$ cat config.mk
export PLATFORM = sky130hd
export DESIGN_NAME = hex_token_to_word
export DESIGN_NICKNAME = d
export VERILOG_FILES = /design/src/rtl/hex_parse_pkg.sv /design/src/rtl/hex_char_decode.sv /design/src/rtl/hex_token_to_word.sv
export SDC_FILE = /design/constraint.sdc
export NUM_CORES = 1
export LEC_CHECK = 0
export CORE_MARGIN = 4
export CORE_UTILIZATION = 45
export CTS_CLUSTER_SIZE = 20
export DETAILED_ROUTE_END_ITERATION = 8
export DONT_BUFFER_PORTS = 1
export GPL_ROUTABILITY_DRIVEN = 0
export SYNTH_ARGS = -nofsm -noshare
export SYNTH_HDL_FRONTEND = slang
export SYNTH_SLANG_ARGS = --single-unit
$ cat constraint.sdc
create_clock -name clk -period 2.1 [get_ports clk]
set_input_delay 0.21 -clock clk [delete_from_list [all_inputs] [get_ports clk]]
set_output_delay 0.21 -clock clk [all_outputs]
set_load 0.02 [all_outputs]
$ cat src/rtl/hex_parse_pkg.sv
// hex_parse_pkg
//   Shared types and constants for the streaming ASCII-hex token parser.
//   - state_t      : parser FSM states
//   - char_class_t : classification of an incoming character
//   - CH_SPACE/CH_LF/CH_CR : token terminator characters
package hex_parse_pkg;

  typedef enum logic [1:0] {
    IDLE  = 2'd0,
    ACCUM = 2'd1,
    HOLD  = 2'd2
  } state_t;

  typedef enum logic [1:0] {
    DIGIT = 2'd0,
    TERM  = 2'd1,
    BAD   = 2'd2
  } char_class_t;

  localparam logic [7:0] CH_SPACE = 8'h20;
  localparam logic [7:0] CH_LF    = 8'h0A;
  localparam logic [7:0] CH_CR    = 8'h0D;

endpackage

$ cat src/rtl/hex_char_decode.sv
// hex_char_decode
//   Combinational classifier for one ASCII character.
//   Ports:
//     ch  in  8  ASCII character
//     cls out    DIGIT ('0'-'9','a'-'f','A'-'F'), TERM (space/LF/CR) or BAD
//     nib out 4  nibble value of a DIGIT, 0 otherwise
module hex_char_decode
  import hex_parse_pkg::*;
(
  input  logic [7:0]  ch,
  output char_class_t cls,
  output logic [3:0]  nib
);

  always_comb begin
    cls = BAD;
    nib = 4'h0;
    if (ch >= 8'h30 && ch <= 8'h39) begin
      cls = DIGIT;
      nib = ch[3:0];
    end else if ((ch >= 8'h61 && ch <= 8'h66) || (ch >= 8'h41 && ch <= 8'h46)) begin
      // 'a'/'A' have low nibble 1, so adding 9 maps them onto 10..15
      cls = DIGIT;
      nib = ch[3:0] + 4'd9;
    end else if (ch == CH_SPACE || ch == CH_LF || ch == CH_CR) begin
      cls = TERM;
    end
  end

endmodule

$ cat src/rtl/hex_token_to_word.sv
// hex_token_to_word
//   Streaming ASCII-hex parser. Accepts one character per cycle and assembles
//   whitespace-delimited hex tokens into 4*NIBBLES-bit words. Tokens longer than
//   NIBBLES digits keep their least-significant digits and are flagged; bad
//   characters are skipped and flag the token.
//   Optional macro HEX_PARSE_ERRCNT_EN adds err_count (errored words emitted,
//   saturating) and its CNT_W parameter.
//   Ports:
//     clk, rst             clock, synchronous active-high reset
//     in_valid/in_ready    character handshake (in_ready = !out_valid)
//     in_char              ASCII character
//     out_valid/out_ready  word handshake
//     out_word             parsed value, zero-extended
//     out_nibbles          digits kept (saturates at NIBBLES)
//     out_err              token held a bad char or overflowed
//     err_count            (HEX_PARSE_ERRCNT_EN) errored words handed off
//
//   state | meaning
//   ------+-------------------------------------------
//   IDLE  | no token open, whitespace is swallowed
//   ACCUM | token open, digits shift into acc
//   HOLD  | word registered on out_*, waiting for out_ready
module hex_token_to_word
  import hex_parse_pkg::*;
#(
  parameter int NIBBLES = 8
`ifdef HEX_PARSE_ERRCNT_EN
  ,
  parameter int CNT_W   = 16
`endif
) (
  input  logic                           clk,
  input  logic                           rst,
  input  logic                           in_valid,
  output logic                           in_ready,
  input  logic [7:0]                     in_char,
  output logic                           out_valid,
  input  logic                           out_ready,
  output logic [4*NIBBLES-1:0]           out_word,
  output logic [$clog2(NIBBLES+1)-1:0]   out_nibbles,
  output logic                           out_err
`ifdef HEX_PARSE_ERRCNT_EN
  ,
  output logic [CNT_W-1:0]               err_count
`endif
);

  localparam int OUT_W = 4 * NIBBLES;
  localparam int NW    = $clog2(NIBBLES + 1);

  state_t            state;
  logic [OUT_W-1:0]  acc;
  logic [NW-1:0]     cnt;
  logic              err;

  char_class_t       cls;
  logic [3:0]        nib;
  logic [OUT_W-1:0]  acc_shift;
  logic              take;

  hex_char_decode u_dec (
    .ch  (in_char),
    .cls (cls),
    .nib (nib)
  );

  // Forced high in reset so the upstream reader never stalls against a
  // word that reset is about to discard.
  assign in_ready = rst | ~out_valid;
  assign take     = in_valid & in_ready;

  generate
    if (NIBBLES == 1) begin : g_shift1
      assign acc_shift = nib;
    end else begin : g_shiftn
      assign acc_shift = {acc[OUT_W-5:0], nib};
    end
  endgenerate

  always_ff @(posedge clk) begin
    if (rst) begin
      state       <= IDLE;
      acc         <= '0;
      cnt         <= '0;
      err         <= 1'b0;
      out_valid   <= 1'b0;
      out_word    <= '0;
      out_nibbles <= '0;
      out_err     <= 1'b0;
    end else begin
      case (state)
        IDLE: begin
          if (take) begin
            case (cls)
              DIGIT: begin
                acc   <= OUT_W'(nib);
                cnt   <= NW'(1);
                err   <= 1'b0;
                state <= ACCUM;
              end
              BAD: begin
                acc   <= '0;
                cnt   <= '0;
                err   <= 1'b1;
                state <= ACCUM;
              end
              default: ;
            endcase
          end
        end
        ACCUM: begin
          if (take) begin
            case (cls)
              DIGIT: begin
                acc <= acc_shift;
                if (cnt == NW'(NIBBLES)) err <= 1'b1;
                else                     cnt <= cnt + NW'(1);
              end
              BAD: err <= 1'b1;
              TERM: begin
                out_word    <= acc;
                out_nibbles <= cnt;
                out_err     <= err;
                out_valid   <= 1'b1;
                state       <= HOLD;
              end
              default: ;
            endcase
          end
        end
        HOLD: begin
          if (out_ready) begin
            out_valid <= 1'b0;
            state     <= IDLE;
          end
        end
        default: state <= IDLE;
      endcase
    end
  end

`ifdef HEX_PARSE_ERRCNT_EN
  always_ff @(posedge clk) begin
    if (rst) begin
      err_count <= '0;
    end else if (out_valid && out_ready && out_err && (err_count != {CNT_W{1'b1}})) begin
      err_count <= err_count + CNT_W'(1);
    end
  end
`endif

endmodule

======== After elaboration in Yosys (flattened, before gate mapping) ========
Index checks and enable logic that the tools add are counted.
word-level totals
  flip-flop bits (word level) ............. 77
  bits of input ports ..................... 12
  output and inout port bits .............. 39
  logic and storage cells ................. 86
operators by class
  add/sub/neg operators ................... 2
  magnitude comparators ................... 6
  equality and inequality tests ........... 18
  muxes and demuxes ....................... 32
  bitwise operators ....................... 3
  reduce and logical (&&, ||, !) cells .... 17
operators with widths
  operator             count
  $pmux 32 s2          2
  $mux 32              3
  $mux 4               6
  $eq 8x4->1 const B   2
  $ge 8x7->1 const B   2
  $le 8x7->1 const B   2
  $mux 2               8
  $pmux 4 s2           2
  $ne 2x2->1 const B   6
  $reduce_and 6->1     2
  $reduce_and 5->1     2
  $eq 8x6->1 const B   1
  $ge 8x6->1 const B   1
  $le 8x6->1 const B   1
  $pmux 1 s2           4
  $mux 1               6
  $ne 3x3->1 const B   2
  $pmux 2 s3           1
  $add 4x1->4 const B  1
  $add 4x4->4 const B  1
  $eq 2x1->1 const B   2
  $eq 2x2->1 const B   2
  $eq 4x4->1 const B   1
  $logic_not 2->1      2
  11 further kinds     16

======== Longest topological paths before layout ========
  word-level depth ........................ 11
  mapped depth ............................ 9
  mapped depth without buffers ............ 7

======== Hierarchy ========
A second synthesis with hierarchy kept.
second synthesis, totals
  cells, all modules ...................... 364
  area, all modules ....................... 3,360.7 µm²
by module, submodules not included
  module             instances  cells an instance  area an instance (µm²)  sequential area each (µm²)
  hex_token_to_word  1          334                3,099.2                 1,541.5
  hex_char_decode    1          30                 261.5                   0.0

======== Worst setup path after synthesis ========
Ideal clock, no wire load.
  path type ............................... input port to flip-flop
  start ................................... input port in_char[1]
  end ..................................... register acc[13]
  setup time .............................. 0.060 ns
  arrival ................................. 1.943 ns
  data required time ...................... 2.040 ns
  setup slack ............................. 0.098 ns
  cell stages on the path ................. 9
  buffers on the path ..................... 2
  cell sequence ........................... inv_1 > ha_1 > or3b_1 > and3_4 > buf_6 > or3_4 > a21oi_4 > buf_6 > a22o_1
on the way
  cells in the longest elaborated chain, start to end .. 9
  elaborated cells between the ends (all ways) .. 23
  those cells by class .................... 6 x order compare; 6 x eq/ne; 3 x mux; 8 x reduce/logical
ends and longest elaborated chain
  what                                                RTL line                                           text
  from (decl)                                         hex_token_to_word.sv:36                            input logic [7:0] in_char,
  branches (longest 5 deep; another with $ge 8x7->1)  n/a
  $mux 2 *                                            hex_char_decode.sv:18                              if (ch >= 8'h30 && ch <= 8'h39) begin
  $eq 2x2->1 or $logic_not 2->1 (tied branches)       hex_token_to_word.sv:94, hex_token_to_word.sv:113
  $ne 3x3->1 (no line) or $ne 2x2->1 (tied branches)  n/a
  $reduce_and 5->1 (no line) *                        n/a
  to (signal assigned)                                hex_token_to_word.sv:96                            acc <= OUT_W'(nib);
  to (signal assigned)                                hex_token_to_word.sv:115                           acc <= acc_shift;
  to (decl)                                           hex_token_to_word.sv:52                            logic [OUT_W-1:0] acc;
Mark *: on every way between the ends.
A chain may end at the register's enable or synchronous reset.

======== Final worst setup path ========
  start ................................... register state[0]
  end ..................................... register out_nibbles[1]
on the way
  cells in the longest elaborated chain, start to end .. 2
ends and longest elaborated chain
  what                        RTL line                  text
  from (decl)                 hex_token_to_word.sv:51   state_t state;
  from (signal assigned)      hex_token_to_word.sv:82   state <= IDLE;
  from (signal assigned)      hex_token_to_word.sv:99   state <= ACCUM;
  from (signal assigned)      hex_token_to_word.sv:105  state <= ACCUM;
  $eq 2x1->1                  hex_token_to_word.sv:91   case (state)
  $reduce_and 3->1 (no line)  n/a
  to (signal assigned)        hex_token_to_word.sv:122  out_nibbles <= cnt;
  to (decl)                   hex_token_to_word.sv:40   output logic [$clog2(NIBBLES+1)-1:0] out_nibbles,
Every way passes these cells.

==> results.tsv <==
metric	value	unit
Critical R2R Capture	out_nibbles[1]	
die width	89.44	µm
RSZ-0062 raised after global routing	false	
Synth area leaders	dfxtp_1, nand2_1, a22o_1	
Tightest Pin Transition	0.5424	ns
class of the worst hold path	in -> reg	
period utilization	83.29	%
row cnt	29	
synthesized net count	346	
Avg WL per Cell	15.64	µm
Worst-path clk slew	0.08	ns
Starting Density	46.73	%
Setup TNS Final	0	ns
flops & latches, synth	77	
Post-route DRC	0	
Synth top area share	51.66	%
Yosys warning total	0	
Clock Skew	0.007864	ns
vias per cell	5.614	
largest net degree at the start of global routing	47	
peak supply drop	0.5866	mV
overall routing resource usage	17.58	%
r2r setup slk	0.35	ns
most frequent cells in the layout	nand2_1, dfxtp_1, a21oi_1	
Fmax	571.7	MHz
CTS H-tree lvls	3	
Mapped Avg Cell Area	9.098	µm²
initial antenna violation count	0	
most common cell after layout, fill and taps aside	nand2_1	
area grow syn2layout	13.08	%
Crit. End Element	register	
Root Buffer	clkbuf_8	
power after layout	0.002951	W
CP arrival	2.03	ns
first-pass GRT wire length	10790	µm
Pleak	1.210	nW
Final Util	52.84	%
Async SR Flop Fraction	0	%
CTS tree	yes	
area leader, netlist	dfxtp_1	
critical path type	reg -> reg	
layout net count	352	
CTS Hold Bufs	2	
sequential fraction of the synthesis area	51.66	%
Fillers	624	
Mapped Area	2984	µm²
Hold Path End	cnt[0]	
post-CTS setup buffer count	0	
Post-Route WL	6490	µm
final hold vios	0	
min cycle time layout	1.749	ns
final hold slack	0.04112	ns
Reg2Reg Depth	6	
Inserted Diodes	0	
grt total ovfl	0	
RR Startpoint	state[0]	
post_cts resized	0	
worst-path fanout max	13	
Hold Crit Depth	2	
Max Slew Vio Count	0	
library cells used by synthesis	45	
Synth Instances	328	
Core Region	6386	µm²
max_slew headroom	63.84	%
critical hold path startpoint	rst	
Post-synth EDFFs	0	
Die Span Y	89.44	µm
vias in the first global route	2183	
total CTS buffers	9	
HPWL reported at the end of detailed placement	4232	µm
CTS max path bufs	2	
setup violators final	0	
crit start category	register	
detailed-route via count	2330	
post-route ant nets	0	
CP required	2.38	ns
clk_lat worst skew	0.34	ns
clk sinks	77	
area of the die	7999	µm²
layout cells sized above 1	10.65	%
DRT Pass-1 Iters	4	
# IOs	51	
outcome	completed	
P per Cell Area	874.6	nW/µm²
Starting DRT DRC Count	150	
Buffers on Ports	0	
Max Cap Viol	0	
Post-synth top flop	dfxtp_1	
-- report_power, final --
group	switching (W)	total, W	internal, W
logic	0.0000704	0.000118	0.0000477
registers	0.00000798	0.00147	0.00147
clock network	0.000536	0.00136	0.000822
-- logic make-up after synthesis --
group | count (synthesis) | share of synthesized area, %
fa+ha+maj | 6 | 2.516
compound gates | 99 | 23.10
simple gates | 118 | 17.74
mux | 1 | 0.3354
flops | 77 | 51.66
buf+inv | 27 | 4.654
-- final cells by class --
type                       count  area, µm²  area share, %
clock buffer                  10      137.6          4.079
inverter                       6      22.52         0.6674
tap                           77      96.34          2.855
timing repair buffer          16      160.2          4.746
multi-input combinational    224       1309          38.78
clock inverter                 5      107.6          3.189
sequential                    77       1541          45.68
-- metal layers --
metal / share of wire [%] / vias up / GRT usage (%) / routed length, µm
li1: - / 1172 / - / -
met1: 45 / 1098 / 21.90 / 2932
met2: 47 / 49 / 28.20 / 3079
met3: 5.8 / 11 / 4.977 / 374
met4: 1.6 / 0 / 7.984 / 104
met5: 0 / - / 0 / 0
-- how the worst max path moves through the flow --
stage / slack (ns) / from / cells after the start / to
2_1_floorplan: 0.1 / in_char[1] / 9 / acc[13]
5_1_grt: 0.10 / state[0] / 6 / out_nibbles[1]
6_report: 0.35 / state[0] / 6 / out_nibbles[1]
4_1_cts: 0.33 / state[0] / 6 / out_nibbles[1]
3_3_place_gp: 0.11 / in_char[0] / 8 / acc[1]
3_5_place_dp: 0.06 / in_char[0] / 8 / acc[23]
-- worst max-delay path, cell delays in order (launching register included) --
cell     delay (ns)
dfxtp_1        0.39
nor2b_1        0.19
nand3_1        0.18
nor3_2         0.42
buf_4          0.29
nand2_1        0.08
a21oi_1        0.13
-- registers in the layout, indices dropped and copies added, names as in the netlist --
name,cells
acc,32
out_err,1
out_nibbles,4
out_valid,1
state,2
cnt,4
out_word,32
err,1
-- stage by stage --
stage	instances	instance area, µm²	setup WS (ns)
floorplan	328	2984	0.09750
global placement	398	3099	0.1129
detailed placement	398	3099	0.05655
CTS	415	3374	0.3280
global route	415	3374	0.1022
finish	415	3374	0.3509
-- synthesized netlist by cell type (all sizes together) (2+ instances only) --
library cell	instances
nor2	7
or2	2
nand2b	3
nor3	5
nor4	3
a211oi	2
a2111oi	3
inv	6
clkbuf	13
o21ai	5
a22o	30
a21oi	45
a311oi	2
ha	6
and3	2
nand2	79
a21o	3
nand3	7
nor2b	2
or3	4
buf	8
dfxtp	77
No activity file was read; power rests on OpenSTA's default activity.
